**src/rtl/maj_vote_filter_if.sv**
```systemverilog
// Bundle for maj_vote_filter: sample strobe/data/mask in, voted word and fault status out.
// No internal storage; the master drives the inputs and the slave drives the outputs.
// No backpressure: one sample per cycle; MAJ_VOTE_STICKY_FAULT_EN adds fault_sticky.
interface maj_vote_filter_if #(
    parameter int N     = 3,
    parameter int W     = 1,
    parameter int CNT_W = 8
);
    logic             in_valid;
    logic [N*W-1:0]   in_data;
    logic [N-1:0]     ch_mask;
    logic             clr_cnt;
    logic             out_valid;
    logic [W-1:0]     out_data;
    logic [N-1:0]     disagree;
    logic             no_quorum;
    logic [CNT_W-1:0] fault_cnt;
`ifdef MAJ_VOTE_STICKY_FAULT_EN
    logic [N-1:0]     fault_sticky;

    modport master (
        output in_valid, in_data, ch_mask, clr_cnt,
        input  out_valid, out_data, disagree, no_quorum, fault_cnt, fault_sticky
    );
    modport slave (
        input  in_valid, in_data, ch_mask, clr_cnt,
        output out_valid, out_data, disagree, no_quorum, fault_cnt, fault_sticky
    );
`else
    modport master (
        output in_valid, in_data, ch_mask, clr_cnt,
        input  out_valid, out_data, disagree, no_quorum, fault_cnt
    );
    modport slave (
        input  in_valid, in_data, ch_mask, clr_cnt,
        output out_valid, out_data, disagree, no_quorum, fault_cnt
    );
`endif
endinterface

```
**src/rtl/maj_vote_filter.sv**
```systemverilog
// Bitwise N-channel majority voter with HOLD-sample debounce and fault counter; MAJ_VOTE_STICKY_FAULT_EN adds sticky flags.
// Latency: out_valid two cycles after in_valid, full throughput.
// No backpressure: every in_valid sample is accepted and produces exactly one out_valid.
module maj_vote_filter #(
    parameter int N     = 3,
    parameter int W     = 1,
    parameter int HOLD  = 2,
    parameter int CNT_W = 8
) (
    input  logic           clk,
    input  logic           reset_n,
    maj_vote_filter_if.slave bus
);
    localparam int SW = $clog2(HOLD + 1);
    localparam int CW = $clog2(N + 1) + 1;
    localparam logic [SW-1:0]    HOLD_V  = SW'(HOLD);
    localparam logic [CNT_W-1:0] CNT_MAX = '1;

    logic             v1;
    logic [N*W-1:0]   data1;
    logic [N-1:0]     mask1;

    logic             out_valid;
    logic [W-1:0]     out_data;
    logic [N-1:0]     disagree;
    logic             no_quorum;
    logic [CNT_W-1:0] fault_cnt;
    logic [W-1:0]     last_raw;
    logic [SW-1:0]    stab_cnt;

    logic [CW-1:0]    ena_cnt;
    logic [CW-1:0]    ones;
    logic [W-1:0]     raw;
    logic [N-1:0]     dis;
    logic [SW-1:0]    stab_nxt;

    always_ff @(posedge clk or negedge reset_n) begin
        if (!reset_n) begin
            v1    <= 1'b0;
            data1 <= '0;
            mask1 <= '0;
        end else begin
            v1 <= bus.in_valid;
            if (bus.in_valid) begin
                data1 <= bus.in_data;
                mask1 <= bus.ch_mask;
            end
        end
    end

    // Ties (including no enabled channel) keep the currently published bit.
    always_comb begin
        ena_cnt = '0;
        ones    = '0;
        raw     = '0;
        dis     = '0;
        for (int k = 0; k < N; k++) ena_cnt = ena_cnt + CW'(mask1[k]);
        for (int i = 0; i < W; i++) begin
            ones = '0;
            for (int k = 0; k < N; k++) ones = ones + CW'(mask1[k] & data1[k*W+i]);
            if ({ones, 1'b0} > {1'b0, ena_cnt})      raw[i] = 1'b1;
            else if ({ones, 1'b0} < {1'b0, ena_cnt}) raw[i] = 1'b0;
            else                                     raw[i] = out_data[i];
        end
        for (int k = 0; k < N; k++) dis[k] = mask1[k] && (data1[k*W +: W] != raw);
    end

    always_comb begin
        stab_nxt = SW'(1);
        if (raw == last_raw) stab_nxt = (stab_cnt == HOLD_V) ? stab_cnt : stab_cnt + 1'b1;
    end

    always_ff @(posedge clk or negedge reset_n) begin
        if (!reset_n) begin
            out_valid <= 1'b0;
            out_data  <= '0;
            disagree  <= '0;
            no_quorum <= 1'b0;
            fault_cnt <= '0;
            last_raw  <= '0;
            stab_cnt  <= '0;
        end else begin
            out_valid <= v1;
            disagree  <= v1 ? dis : '0;
            no_quorum <= v1 && (ena_cnt == '0);
            if (v1) begin
                last_raw <= raw;
                stab_cnt <= stab_nxt;
                if (stab_nxt == HOLD_V) out_data <= raw;
            end
            if (bus.clr_cnt)
                fault_cnt <= '0;
            else if (v1 && (|dis) && (fault_cnt != CNT_MAX))
                fault_cnt <= fault_cnt + 1'b1;
        end
    end

    assign bus.out_valid = out_valid;
    assign bus.out_data  = out_data;
    assign bus.disagree  = disagree;
    assign bus.no_quorum = no_quorum;
    assign bus.fault_cnt = fault_cnt;

`ifdef MAJ_VOTE_STICKY_FAULT_EN
    logic [N-1:0] fault_sticky;

    always_ff @(posedge clk or negedge reset_n) begin
        if (!reset_n)       fault_sticky <= '0;
        else if (bus.clr_cnt) fault_sticky <= '0;
        else if (v1)        fault_sticky <= fault_sticky | dis;
    end

    assign bus.fault_sticky = fault_sticky;
`endif
endmodule
```
**src/flat_wrapper.sv**
```systemverilog
// flat-port wrapper written by rule: the top's interface ports become plain ports
module maj_vote_filter_flat 
#(
    parameter int N     = 3,
    parameter int W     = 1,
    parameter int HOLD  = 2,
    parameter int CNT_W = 8
)
  (clk, reset_n, bus_in_valid, bus_in_data, bus_ch_mask, bus_clr_cnt, bus_out_valid, bus_out_data, bus_disagree, bus_no_quorum, bus_fault_cnt);
  maj_vote_filter_if #(.N(N), .W(W), .CNT_W(CNT_W)) bus_i ();
  input  logic clk;
  input  logic reset_n;
  input wire logic [$bits(bus_i.in_valid)-1:0] bus_in_valid;
  input wire logic [$bits(bus_i.in_data)-1:0] bus_in_data;
  input wire logic [$bits(bus_i.ch_mask)-1:0] bus_ch_mask;
  input wire logic [$bits(bus_i.clr_cnt)-1:0] bus_clr_cnt;
  output wire logic [$bits(bus_i.out_valid)-1:0] bus_out_valid;
  output wire logic [$bits(bus_i.out_data)-1:0] bus_out_data;
  output wire logic [$bits(bus_i.disagree)-1:0] bus_disagree;
  output wire logic [$bits(bus_i.no_quorum)-1:0] bus_no_quorum;
  output wire logic [$bits(bus_i.fault_cnt)-1:0] bus_fault_cnt;
  assign bus_i.in_valid = bus_in_valid;
  assign bus_i.in_data = bus_in_data;
  assign bus_i.ch_mask = bus_ch_mask;
  assign bus_i.clr_cnt = bus_clr_cnt;
  assign bus_out_valid = bus_i.out_valid;
  assign bus_out_data = bus_i.out_data;
  assign bus_disagree = bus_i.disagree;
  assign bus_no_quorum = bus_i.no_quorum;
  assign bus_fault_cnt = bus_i.fault_cnt;
  maj_vote_filter #(.N(N), .W(W), .HOLD(HOLD), .CNT_W(CNT_W)) u_core (.clk(clk), .reset_n(reset_n), .bus(bus_i));
endmodule
```
**config.mk**
```make
export PLATFORM = sky130hd
export DESIGN_NAME = maj_vote_filter_flat
export DESIGN_NICKNAME = d
export VERILOG_FILES = /design/src/rtl/maj_vote_filter_if.sv /design/src/rtl/maj_vote_filter.sv /design/src/flat_wrapper.sv
export SDC_FILE = /design/constraint.sdc
export NUM_CORES = 1
export LEC_CHECK = 0
export CORE_ASPECT_RATIO = 0.6
export CORE_MARGIN = 2
export CORE_UTILIZATION = 40
export DETAILED_ROUTE_END_ITERATION = 12
export GPL_TIMING_DRIVEN = 0
export HOLD_SLACK_MARGIN = 0.02
export PLACE_DENSITY = 0.67
export REMOVE_ABC_BUFFERS = 1
export SLEW_MARGIN = 20
export SYNTH_ARGS = -nofsm -noshare
export SYNTH_HDL_FRONTEND = slang
export SYNTH_SLANG_ARGS = --single-unit
export TNS_END_PERCENT = 1
```
**constraint.sdc**
```tcl
create_clock -name clk -period 4.46 [get_ports clk]
set_input_delay 0.446 -clock clk [delete_from_list [all_inputs] [get_ports clk]]
set_output_delay 0.446 -clock clk [all_outputs]
set_load 0.03 [all_outputs]
```
==> metrics.csv, run 1 <==
metric,value,unit
finalHoldViolCount,0,
n_antenna_cell,0,
syn_inst,112,
start_util,42.9,%
p_int,428,uW
fin_util,53.7,%
cts_made_buffers,3,
cp-startpoint,u_core.mask1[2],
ctsHoldBuffers,0,
cts-root-buf,clkbuf_8,
core-area,0.00293,sq mm
antenna_found_initial,0,
io_pins,24,
endpoint,u_core.bus.fault_cnt[7],
avgRoutedWirePerCell,13.8,um
die_w,76.3,um
vdd_drop_max,190,uV
required,4.61,ns
r2r_cells,9,
viasPerCell,5.05,
reg2reg_to,u_core.bus.fault_cnt[7],
final.min_clock_period,3.72,ns
synthToLayoutAreaGrowth,25.2,%
ys_seq_elements,24,
crit_fanout,14,
cts_sinks,24,
path_clk_slew,0.08,ns
die_h,47.4,um
pwr-share-clk,22.6,%
period_share,83.3,%
die_area,0.00362,sq mm
postRouteAntennaNets,0,
cap_violations,0,
synth_area_leaders,"dfrtp_1 48%, mux2_2 9.9%, ha_1 7.0%",
overflow,0,
p_sw,213,uW
rows,15,
syn_area_per_cell,11.2,sq um
setup_viol,0,
drc,0,
r2r_slack,0.74,ns
slew_headroom,54.0,%
reg2reg_from,u_core.mask1[2],
place.detailed.hpwl,1880,um
powerDensity,408,mW/mm^2
vias,893,
cp-end-kind,flip-flop,
yosysTopAreaCellShare,47.9,%
yosys.cell_types.count,31,
status,"finished, final reports clean",
synth.largest_area_cell,dfrtp_1,
p_sw_share,33.2,%
grt_setup_unrepaired,false,
port_buffers,23,
synth_area,0.00125,sq mm
fin_setup_tns,0,ns
start_kind,flip-flop,
drtIter0Drc,45,
cts_resized,0,
arrival,3.87,ns
leakage,0.659,nW
criticalPathCategory,flip-flop to flip-flop,
h-tree-depth,1,
drv_slew,0,
pwr-share-seq,42.0,%
pre_cts_slack,0.759,ns
cts_tree,done,
p_comb_share,35.4,%
final.setup_skew,0.00383,ns
drt-total-wl,2440,um
grt_max_degree,25,
first_pass_iters,4,
ys_warn_count,0,
ys_seq_area_share,47.9,%
grt_pass1_vias,857,
track_usage,15.3,%
fmax,269,MHz
clk_latency,0.26,ns
hold_class,input port to asynchronous set/reset pin,
drive_gt1_share,14.1,%
worst_pin_slew,0.689,ns
fin_nets,155,
grt_pass1_wl,4180,um
post_cts_buffers,0,
gp_congestion,0.736,
worst_slack,0.745,ns
cts.path.max_buffers,2,
[worst max-delay path, cell delays in order (launching register included)]
cell and delay (ns):
dfrtp_1 0.47, and2_1 0.19, fa_1 0.48, ha_1 0.31, or2b_1 0.26, a211oi_4 0.41, mux2_2 0.40, a211oi_2 0.60
nor4_1 0.17, mux2_2 0.30
[metrics by stage]
stage	hold WS [ns]	power, mW	area, sq um	cells
after floorplan	0.150	0.430	1240	108
after global placement	0.515	0.489	1520	173
after detailed placement	0.529	0.503	1520	173
after CTS	0.549	0.652	1580	177
after global routing	0.203	0.687	1570	177
final	0.148	0.641	1570	177
[synth_stat cells, drive strengths merged]
cell	count
nand2	4
and4bb	1
o31ai	1
and3	2
ha	7
nor2b	4
clkbuf	3
dfrtp	24
nor4	2
nand3b	1
buf	1
a211oi	2
fa	2
nand3	2
o22ai	1
and2	5
a21oi	8
inv	4
mux2	11
o21a	1
nor2	6
or4	1
xor2	2
o21ai	8
nor4b	1
nand4	2
or3	4
or2b	1
nand2b	1
[state kept, by name, indices dropped and copies added (netlist names)]
name and count:
u_core.mask1 3, u_core.last_raw 1, u_core.bus.out_valid 1, u_core.data1 3, u_core.bus.fault_cnt 8, u_core.bus.disagree 3
u_core.bus.out_data 1, u_core.v1 1, u_core.bus.no_quorum 1, u_core.stab_cnt 2
[area by class of cell]
cell class,count,area [sq um]
Fill cell,273,1360
Multi-Input combinational cell,80,623
Sequential cell,24,601
Timing Repair Buffer,23,225
Clock buffer,4,55.1
Tap cell,42,52.6
Inverter,4,15.0
[routing by layer]
layer | global-route usage [%] | vias up | wire, um
li1 | - | 439 | -
met1 | 22.1 | 434 | 1260
met2 | 23.5 | 20 | 1070
met3 | 4.04 | 0 | 107
met4 | 3.64 | 0 | 0
met5 | 0 | - | 0
[cell usage in the layout (no fill, tap or decap), types with 2 or more instances in the layout]
cell             netlist  final
nor4_1                 2      2
nor2_1                 6      6
nand4_1                2      2
ha_1                   7      7
xor2_1                 2      2
inv_1                  4      4
nand2_1                4      4
fa_1                   2      2
clkbuf_8               0      4
mux2_2                11     11
and2_1                 5      5
o21ai_0                8      8
dfrtp_1               24     24
clkdlybuf4s50_1        0     22
nor2b_1                4      4
and3_1                 2      2
nand3_1                2      2
a21oi_1                8      8
or3_1                  4      4
[cells by family (layout without fill, tap and decap cells)]
logic type / Yosys count / after routing / share of synthesized area, %
and+or+nand+nor: 37 / 37 / 17.5
DFF: 24 / 24 / 47.9
adders and majority gates: 9 / 9 / 10.2
xor gates and xnor gates: 2 / 2 / 1.40
muxes: 11 / 11 / 9.87
buffers and inverters: 8 / 31 / 2.49
AOI/OAI and AO/OA: 21 / 21 / 10.7
[worst min-delay path by stage]
stage               depth (start not counted)                 endpoint  slack [ns]
finish                                      1  u_core.bus.fault_cnt[4]        0.15
global route                                1       u_core.stab_cnt[0]        0.20
detailed placement                          1          u_core.data1[1]        0.53
floorplan                                   0   u_core.bus.disagree[0]        0.15
CTS                                         1          u_core.data1[1]        0.55
global placement                            2      u_core.bus.out_data        0.52
[power by group through the flow]
stage,sequential [mW],clock (mW),combinational (mW)
2_1_floorplan,0.291,0,0.139
3_3_place_gp,0.273,0,0.217
3_5_place_dp,0.274,0,0.228
4_1_cts,0.270,0.152,0.230
5_1_grt,0.274,0.157,0.256
6_report,0.269,0.145,0.227
(Power assumes the default switching activity.)
==> inputs of run 2 (changes only) <==
- clock period: 4.46 -> 3.5 ns (I/O delays scaled with it)
==> run 2 against run 1 <==
Net effect:
- die area unchanged
- setup slack got worse by 0.62 ns
- final cell count increased by 3.4%
- non-clock buffer count increased by 6
- routed wire length increased by 2.7%
- core utilization increased by 2.1 points
- fmax increased by 10%
- hold slack got worse by 0.089 ns
- critical endpoint is now u_core.bus.fault_cnt[3]
- largest power group is now combinational logic
==> metrics.csv, run 2 (synthesis results as in run 1) <==
metric,value,unit,change
status,"finished, final reports clean",,
antenna_found_initial,0,,unchanged
p_sw_share,32.6,%,-0.58 points
drt-total-wl,2510,um,+2.7%
clk_latency,0.26,ns,about the same
worstPathCellList,"and2_1, fa_1, ha_1, or2b_1, a211oi_4, buf_4, xor2_2, a211oi_4, buf_4, or4_1, a21oi_1",,
first_pass_iters,4,,unchanged
grt_pass1_wl,4260,um,+1.8%
die_h,47.4,um,unchanged
required,3.69,ns,-0.92 ns
postRouteAntennaNets,0,,unchanged
ctsHoldBuffers,0,,unchanged
place.detailed.hpwl,1880,um,unchanged
drtIter0Drc,47,,+4.4%
setup_viol,0,,unchanged
worst_slack,0.127,ns,-0.618 ns
start_kind,flip-flop,,
crit_fanout,5,,-9
cts_tree,done,,
viasPerCell,5.02,,-0.57%
worst_pin_slew,0.625,ns,-0.0640 ns
vdd_drop_max,256,uV,+34%
drive_gt1_share,19.1,%,+5.1 points
cts_sinks,24,,unchanged
h-tree-depth,1,,unchanged
placed_area,0.00152,sq mm,unchanged
grt_pass1_vias,880,,+2.7%
slowest_delay,0.50,ns,-0.10 ns
cap_violations,0,,unchanged
largest-register,u_core.bus.fault_cnt,,
grt_max_degree,25,,unchanged
powerDensity,542,mW/mm^2,+33%
hold_class,input port to asynchronous set/reset pin,,
cp-end-kind,flip-flop,,
final_cell_mix,"23 x dfrtp_1, 22 x clkdlybuf4s50_1, 11 x mux2_2",,
slew_headroom,57.9,%,+3.9 points
gp_congestion,0.736,,unchanged
pwr-share-seq,39.0,%,-3.0 points
final.min_clock_period,3.37,ns,-0.342 ns
fin_nets,161,,+3.9%
fin_util,55.8,%,+2.1 points
fmax,296,MHz,+10%
criticalPathCategory,flip-flop to flip-flop,,
pre_cts_slack,-0.201,ns,-0.960 ns
path_clk_slew,0.08,ns,about the same
p_int,596,uW,+39%
io_pins,24,,unchanged
port_buffers,23,,unchanged
cp_slowest_cell,or4_1,,
pwr-share-clk,20.7,%,-1.9 points
final_area,0.00163,sq mm,+3.9%
n_antenna_cell,0,,unchanged
rows,15,,unchanged
vias,918,,+2.8%
die_area,0.00362,sq mm,unchanged
cts.path.max_buffers,2,,unchanged
cts-root-buf,clkbuf_8,,
die_w,76.3,um,unchanged
final_common_cell,dfrtp_1,,
overflow,0,,unchanged
synthToLayoutAreaGrowth,30.1,%,
p_sw,289,uW,+36%
drv_slew,0,,unchanged
start_util,42.9,%,unchanged
p_comb_share,40.3,%,+4.9 points
fin_setup_tns,0,ns,unchanged
core-area,0.00293,sq mm,unchanged
drc,0,,unchanged
cts_made_buffers,3,,unchanged
r2r_cells,11,,+2
final.setup_skew,0.00359,ns,-0.000244 ns
largest_reg_flops,8,,unchanged
period_share,96.4,%,+13 points
avgRoutedWirePerCell,13.7,um,-0.62%
finalHoldViolCount,0,,unchanged
leakage,0.691,nW,+4.7%
arrival,3.56,ns,-0.31 ns
track_usage,15.6,%,+0.31 points
==> run 2: cell types whose count changed in the layout (fill, tap and decap cells not counted), sizes merged <==
cell | before | now
buf | 1 | 7
==> run 2: final timing paths <==
check | startpoint | endpoint | slack, ns
min in group clk | u_core.data1[1] | u_core.data1[1] | 0.54
max in group asynchronous | reset_n | u_core.mask1[2] | 3.05
setup reg to reg | u_core.mask1[1] | u_core.bus.fault_cnt[3] | 0.13
hold reg to reg | u_core.data1[1] | u_core.data1[1] | 0.54
setup / recovery | u_core.mask1[1] | u_core.bus.fault_cnt[3] | 0.13
hold / removal | reset_n | u_core.bus.fault_cnt[4] | 0.06
==> run 2: area by class of cell <==
type | count | area (sq um)
clock buffer | 4 | 55.1
fill | 272 | 1290
inverter | 4 | 15.0
multi-input combinational | 80 | 638
sequential | 24 | 602
tap | 42 | 52.6
timing repair buffer | 29 | 270
==> run 2: metrics by stage <==
step / hold slack, ns / total power, mW / std cells
after floorplan: 0.0544 / 0.548 / 108
after global placement: 0.515 / 0.624 / 173
after detailed placement: 0.529 / 0.641 / 173
after CTS: 0.549 / 0.868 / 180
after global routing: 0.107 / 0.948 / 183
final: 0.0596 / 0.885 / 183
==> run 2: worst max-delay path, delay by kind of cell (launching register included) <==
family / cells / cell delay, ns
and+or+nand+nor: 3 / 0.98
adders and majority gates: 2 / 0.77
AOI/OAI and AO/OA: 3 / 0.55
DFF: 1 / 0.45
buffers and inverters: 2 / 0.33
xor gates and xnor gates: 1 / 0.21
==> run 2: power groups by stage <==
| stage | clock network, mW | logic [mW] | registers [mW] |
|---|---|---|---|
| 5_1_grt | 0.200 | 0.397 | 0.350 |
| 2_1_floorplan | 0 | 0.177 | 0.371 |
| 6_report | 0.183 | 0.357 | 0.345 |
| 3_5_place_dp | 0 | 0.291 | 0.350 |
| 4_1_cts | 0.194 | 0.330 | 0.344 |
| 3_3_place_gp | 0 | 0.276 | 0.347 |
==> run 2: repair_timing <==
item                       in CTS  in global routing
gates cloned                    0                  0
pin swaps                       1                  2
gates resized for setup         1                  2
setup buffers                   3                  3
setup endpoints to repair       8                  8
==> run 2: layer usage <==
layer | wire length, um | track usage (%) | vias to the layer above | part of all wire (%)
met1 | 1280 | 22.6 | 446 | 51
li1 | - | - | 451 | -
met4 | 0 | 3.64 | 0 | 0
met2 | 1110 | 24.1 | 21 | 44
met5 | 0 | 0 | - | 0
met3 | 115 | 4.04 | 0 | 4.6
==> inputs of run 3 (changes only) <==
- ABC_CLOCK_PERIOD_IN_PS: not set -> 3500
==> results of run 3 <==
The final DEF is identical to that of run 2; final timing and power are the same.
